==> config.mk <==
export PLATFORM = sky130hd
export DESIGN_NAME = ws2812_refresh_scheduler
export DESIGN_NICKNAME = d
export VERILOG_FILES = /design/src/rtl/ws2812_refresh_scheduler.sv
export SDC_FILE = /design/constraint.sdc
export NUM_CORES = 1
export LEC_CHECK = 0
export CAP_MARGIN = 40
export CORE_UTILIZATION = 55
export CTS_CLUSTER_SIZE = 16
export DETAILED_ROUTE_END_ITERATION = 8
export PLACE_DENSITY_LB_ADDON = 0.05
export SLEW_MARGIN = 0
export SYNTH_ARGS = -nofsm -noshare
export SYNTH_HDL_FRONTEND = slang
export SYNTH_SLANG_ARGS = --single-unit
==> constraint.sdc <==
create_clock -name clkin -period 2.4 [get_ports clkin]
set_clock_uncertainty 0.2 [all_clocks]
set_input_delay 0.36 -clock clkin [delete_from_list [all_inputs] [get_ports clkin]]
set_output_delay 0.36 -clock clkin [all_outputs]
set_load 0.005 [all_outputs]
==> src/rtl/ws2812_refresh_scheduler.sv <==
// ws2812_refresh_scheduler: shares one WS2812 transmit engine among NUM_REQ generators on a ms refresh period.
// Define WS_SCHED_WDOG_EN to add a tick_1ms watchdog that aborts frames the engine never finishes.
module ws2812_refresh_scheduler #(
  parameter int NUM_REQ    = 4,
  parameter int REFRESH_MS = 20,
  parameter int GAP_CYCLES = 15000,
  parameter int TIMEOUT_MS = 10,
  localparam int IW = (NUM_REQ > 1) ? $clog2(NUM_REQ) : 1
) (
  input  logic               clkin,
  input  logic               rst,
  input  logic               tick_1ms,
  input  logic               enable,
  input  logic [NUM_REQ-1:0] req,
  input  logic               tx_done,
  output logic [NUM_REQ-1:0] grant,
  output logic [IW-1:0]      grant_idx,
  output logic               tx_start,
  output logic               busy,
  output logic               frame_done,
  output logic               overrun,
  output logic               tx_abort,
  output logic               timeout_err
);
  localparam int RW = (REFRESH_MS > 1) ? $clog2(REFRESH_MS) : 1;
  localparam int GW = (GAP_CYCLES > 1) ? $clog2(GAP_CYCLES) : 1;
  typedef enum logic [2:0] {IDLE, ARB, START, BUSY, GAP} state_t;
  state_t             state_q, state_d;
  logic [RW-1:0]      ref_cnt_q, ref_cnt_d;
  logic [GW-1:0]      gap_cnt_q, gap_cnt_d;
  logic [NUM_REQ-1:0] grant_q, grant_d, pick_oh;
  logic [IW-1:0]      idx_q, idx_d, last_q, last_d, pick;
  logic               frame_due_q, frame_due_d;
  logic               tx_start_q, tx_start_d;
  logic               busy_q, busy_d;
  logic               frame_done_q, frame_done_d;
  logic               overrun_q, overrun_d;
  logic               wrap, due_clr, wd_fire;
  // Round-robin: lowest set bit above last wins, otherwise lowest set bit overall.
  always_comb begin
    pick = last_q;
    for (int i = NUM_REQ - 1; i >= 0; i--)
      if (req[i]) pick = IW'(i);
    for (int i = NUM_REQ - 1; i >= 0; i--)
      if (req[i] && i > int'(last_q)) pick = IW'(i);
    pick_oh = '0;
    for (int i = 0; i < NUM_REQ; i++)
      pick_oh[i] = (IW'(i) == pick);
  end
  // A period set in the same cycle as a clear wins, so no refresh is lost.
  always_comb begin
    wrap        = enable && tick_1ms && (ref_cnt_q == RW'(REFRESH_MS - 1));
    ref_cnt_d   = !enable ? '0 : !tick_1ms ? ref_cnt_q : wrap ? '0 : ref_cnt_q + 1'b1;
    due_clr     = (state_q == ARB) || (state_q == IDLE && enable && frame_due_q && !(|req));
    frame_due_d = !enable ? 1'b0 : wrap ? 1'b1 : due_clr ? 1'b0 : frame_due_q;
    overrun_d   = wrap && frame_due_q;
  end
  always_comb begin
    state_d      = state_q;
    grant_d      = grant_q;
    idx_d        = idx_q;
    last_d       = last_q;
    gap_cnt_d    = gap_cnt_q;
    tx_start_d   = 1'b0;
    frame_done_d = 1'b0;
    case (state_q)
      IDLE:
        if (enable && frame_due_q && |req) state_d = ARB;
      ARB:
        if (|req) begin
          state_d    = START;
          grant_d    = pick_oh;
          idx_d      = pick;
          last_d     = pick;
          tx_start_d = 1'b1;
        end else begin
          state_d = IDLE;
        end
      START:
        state_d = BUSY;
      BUSY:
        if (tx_done || wd_fire) begin
          state_d      = GAP;
          grant_d      = '0;
          idx_d        = '0;
          gap_cnt_d    = '0;
          frame_done_d = 1'b1;
        end
      GAP:
        if (gap_cnt_q == GW'(GAP_CYCLES - 1)) state_d = IDLE;
        else gap_cnt_d = gap_cnt_q + 1'b1;
      default:
        state_d = IDLE;
    endcase
    busy_d = state_d inside {START, BUSY, GAP};
  end
  always_ff @(posedge clkin or posedge rst) begin
    if (rst) begin
      state_q      <= IDLE;
      ref_cnt_q    <= '0;
      gap_cnt_q    <= '0;
      grant_q      <= '0;
      idx_q        <= '0;
      last_q       <= IW'(NUM_REQ - 1);
      frame_due_q  <= 1'b0;
      tx_start_q   <= 1'b0;
      busy_q       <= 1'b0;
      frame_done_q <= 1'b0;
      overrun_q    <= 1'b0;
    end else begin
      state_q      <= state_d;
      ref_cnt_q    <= ref_cnt_d;
      gap_cnt_q    <= gap_cnt_d;
      grant_q      <= grant_d;
      idx_q        <= idx_d;
      last_q       <= last_d;
      frame_due_q  <= frame_due_d;
      tx_start_q   <= tx_start_d;
      busy_q       <= busy_d;
      frame_done_q <= frame_done_d;
      overrun_q    <= overrun_d;
    end
  end
`ifdef WS_SCHED_WDOG_EN
  localparam int TW = (TIMEOUT_MS > 1) ? $clog2(TIMEOUT_MS) : 1;
  logic [TW-1:0] wd_cnt_q, wd_cnt_d;
  logic          tx_abort_q, timeout_err_q, timeout_err_d;
  // A tx_done arriving with the final tick completes the frame normally.
  always_comb begin
    wd_fire       = (state_q == BUSY) && tick_1ms && !tx_done && (wd_cnt_q == TW'(TIMEOUT_MS - 1));
    wd_cnt_d      = (state_q != BUSY) ? '0 : (tick_1ms && !wd_fire) ? wd_cnt_q + 1'b1 : wd_cnt_q;
    timeout_err_d = timeout_err_q || wd_fire;
  end
  always_ff @(posedge clkin or posedge rst) begin
    if (rst) begin
      wd_cnt_q      <= '0;
      tx_abort_q    <= 1'b0;
      timeout_err_q <= 1'b0;
    end else begin
      wd_cnt_q      <= wd_cnt_d;
      tx_abort_q    <= wd_fire;
      timeout_err_q <= timeout_err_d;
    end
  end
  assign tx_abort    = tx_abort_q;
  assign timeout_err = timeout_err_q;
`else
  assign wd_fire     = 1'b0;
  assign tx_abort    = 1'b0;
  assign timeout_err = 1'b0;
`endif
  assign grant      = grant_q;
  assign grant_idx  = idx_q;
  assign tx_start   = tx_start_q;
  assign busy       = busy_q;
  assign frame_done = frame_done_q;
  assign overrun    = overrun_q;
endmodule

==> results.json <==
{
  "status": "completed",
  "ctsLongestPathBuffers": 2,
  "worstPathMaxFanout": 6,
  "critical_path.endpoint_type": "flip-flop",
  "nets": 224,
  "timing.max_cap.violations": 0,
  "root_buffer": "clkbuf_4",
  "post_cts_resized": 0,
  "place_area_um2": 2096,
  "ant_nets": 0,
  "seqPwrFrac_pct": 51.3,
  "critPathArrivalTime_ns": 2.06,
  "internal_pwr_total_mw": 1.084,
  "class_of_the_most_critical_hold_timing_path": "in -> async",
  "r2r_start": "gap_cnt_q[3]$_DFFE_PP0P_",
  "reg2reg_to": "gap_cnt_q[1]$_DFFE_PP0P_",
  "synth_ff_type": "dfrtp_1",
  "min_period_over_period_pct": 82.97,
  "ys_types": 51,
  "die-width_um": 59.81,
  "numClockSinks": 35,
  "cts_tree": "yes",
  "power.net_switching_mw": 0.4458,
  "gp_congestion": 0.8388,
  "peakVddDrop_uv": 571.2,
  "final_count_of_pins_violating_max_slew": 0,
  "clkPwrFrac_pct": 28.8,
  "worst_skew_pair.late_latency_ns": 0.33,
  "placement.io_buffers": 18,
  "die_h_um": 59.81,
  "antenna_cells": 0,
  "ios": 21,
  "finish.instance_area_um2": 2182,
  "detail_route.first_pass.iterations": 4,
  "vias_per_cell": 5.775,
  "avgRoutedWirePerCell_um": 13.83,
  "core_occupancy_in_the_finished_layout_pct": 70.32,
  "setup_crit_start_kind": "flip-flop",
  "timing.critical_path.required_ns": 2.47,
  "via_count": 1490,
  "netlist_area_um2": 1838,
  "cts_setup_buffers": 0,
  "power.leakage_nw": 0.9646,
  "largest_net_degree_at_the_start_of_global_routing": 36,
  "share_of_total_power_consumed_by_net_switching_pct": 29.14,
  "unrepaired_setup_endpoints_after_global_routing": "no",
  "worstRegToRegCells": 4,
  "finalWirelength_mm": 3.569,
  "share_of_synthesized_area_occupied_by_flip_flops_and_latches_pct": 47.79,
  "fraction_of_layout_cells_with_a_size_suffix_above_1_pct": 13.08,
  "final_cell_mix": "dfrtp_1 (33), nand2_1 (18), clkdlybuf4s50_1 (18)",
  "synth_enable_flop_cells": 0,
  "syn_area_per_cell_um2": 9.882,
  "clk_transition_reported_paths_ns": 0.11,
  "synth_top_area_cell": "dfrtp_1",
  "design.die.area_um2": 3577,
  "post_route_drc_violation_count": 0,
  "initial_detailed_routing_violation_count": 98,
  "synth_cells": 186,
  "final-setup-viol-count": 0,
  "layout_commonest_cell": "dfrtp_1",
  "synth_top_area_share_pct": 44.93,
  "placeableCoreArea_um2": 3103,
  "final.setup.tns_ns": 0,
  "htree_levels": 2,
  "finalHoldViolCount": 0,
  "pwr-share-comb_pct": 19.9,
  "cts_buffers": 5,
  "floorplan.initialDensity_pct": 59.23,
  "synth_area_leaders": "dfrtp_1 (45%), nand2_1 (3.7%), o21ai_0 (3.0%)",
  "regToRegSetupSlack_ns": 0.41,
  "fmax_ghz": 0.5022,
  "post_cts_hold_buffer_count": 0,
  "area_overhead_vs_synth_pct": 18.72,
  "grt_overflow_total": 0,
  "floorplan.rows": 20,
  "place.detailed.hpwl_mm": 2.618,
  "final_period_minus_worst_setup_slack_ns": 1.991,
  "synth.ff_latch_count": 35,
  "fin_worst_hold_slack_ns": 0.2106,
  "grt_pass1_vias": 1453,
  "grt_pass1_wl_mm": 6.085,
  "number_of_antenna_violations_at_the_first_check_in_global_routing": 0,
  "criticalPathCategory": "reg -> reg",
  "post-layout-total-power_mw": 1.530,
  "postSynth.asyncResetShare_pct": 100.0,
  "track_usage_pct": 22.91,
  "power.density_cell_area_nw_per_um2": 701.1,
  "synth.yosys.warnings": 0
}
## synth_stat cells (all sizes together), types with 2 or more instances
| master | count |
|---|---|
| inv | 10 |
| o21ai | 11 |
| nor3 | 2 |
| or4 | 5 |
| a21oi | 7 |
| and3 | 3 |
| nand3 | 9 |
| a21o | 2 |
| dfrtp | 33 |
| and4 | 2 |
| nor2b | 3 |
| nor3b | 2 |
| buf | 7 |
| a21boi | 2 |
| ha | 2 |
| xor2 | 6 |
| a211oi | 2 |
| nand2 | 18 |
| and2 | 4 |
| o211ai | 3 |
| dfstp | 2 |
| or3 | 2 |
| nor2 | 14 |
| nand4 | 6 |
| mux2i | 5 |
| o21bai | 2 |
| nand2b | 3 |
| a32o | 2 |
| clkbuf | 2 |
| nand4bb | 3 |
## power by group through the flow
stage / Combinational, mW / Clock (mW) / Sequential [mW]
finish: 0.304 / 0.440 / 0.785
global route: 0.337 / 0.481 / 0.802
CTS: 0.308 / 0.454 / 0.785
detailed placement: 0.305 / 0 / 0.796
global placement: 0.290 / 0 / 0.789
floorplan: 0.223 / 0 / 0.768
## stage by stage
step	cells	worst slack, ns
4_1_cts	258	0.4167
2_1_floorplan	187	0.5814
6_report	258	0.4087
5_1_grt	258	0.3334
3_5_place_dp	250	0.1178
3_3_place_gp	250	0.1892
## worst max path at each step
stage	start	endpoint	slack [ns]	depth (start not counted)
after floorplan	gap_cnt_q[0]$_DFFE_PP0P_	gap_cnt_q[0]$_DFFE_PP0P_	0.58	6
after global placement	req[0]	grant[2]$_DFFE_PP0P_	0.19	5
after detailed placement	req[0]	grant[2]$_DFFE_PP0P_	0.12	5
after CTS	gap_cnt_q[3]$_DFFE_PP0P_	gap_cnt_q[1]$_DFFE_PP0P_	0.42	4
after global routing	gap_cnt_q[3]$_DFFE_PP0P_	gap_cnt_q[1]$_DFFE_PP0P_	0.33	4
final	gap_cnt_q[3]$_DFFE_PP0P_	gap_cnt_q[1]$_DFFE_PP0P_	0.41	4
## state kept, by name, indices dropped and copies added, names as in the netlist
name	count
grant	4
ref_cnt_q	5
busy	1
tx_start	1
state_q	3
gap_cnt_q	14
frame_due_q	1
grant_idx	2
last_q	2
overrun	1
frame_done	1
## critical path, cell delays in order, from the launching register on
cell and delay, ns:
dfrtp_1 0.43, nand4bb_1 0.22, or4_1 0.65, nand2_1 0.23
mux2i_1 0.19
## final cells by class
type	instances	area, um2
repair buffers	28	255.2
clock inverters	2	35.03
well taps	44	55.05
flip-flops and latches	35	878.3
fillers	263	920.9
multi-input cells	133	869.6
inverters	10	37.54
clock buffers	6	51.30
## metal layers
metal / up-vias / wire (um) / global-route usage, %
met5: - / 0 / 0
met4: 0 / 23 / 7.641
met3: 4 / 165 / 7.359
met2: 38 / 1773 / 38.25
met1: 734 / 1607 / 27.84
li1: 714 / - / -
## cell families after synthesis
kind of cell / count (synthesis) / share of synthesized area (%)
simple gates: 79 / 24.98
compound gates: 38 / 14.50
flops: 35 / 47.79
buf+inv: 19 / 5.105
xor+xnor: 7 / 3.336
mux: 5 / 2.723
fa+ha+maj: 2 / 1.361
other cells: 1 / 0.2040
Note: power is estimated with default switching activity, not from simulation.
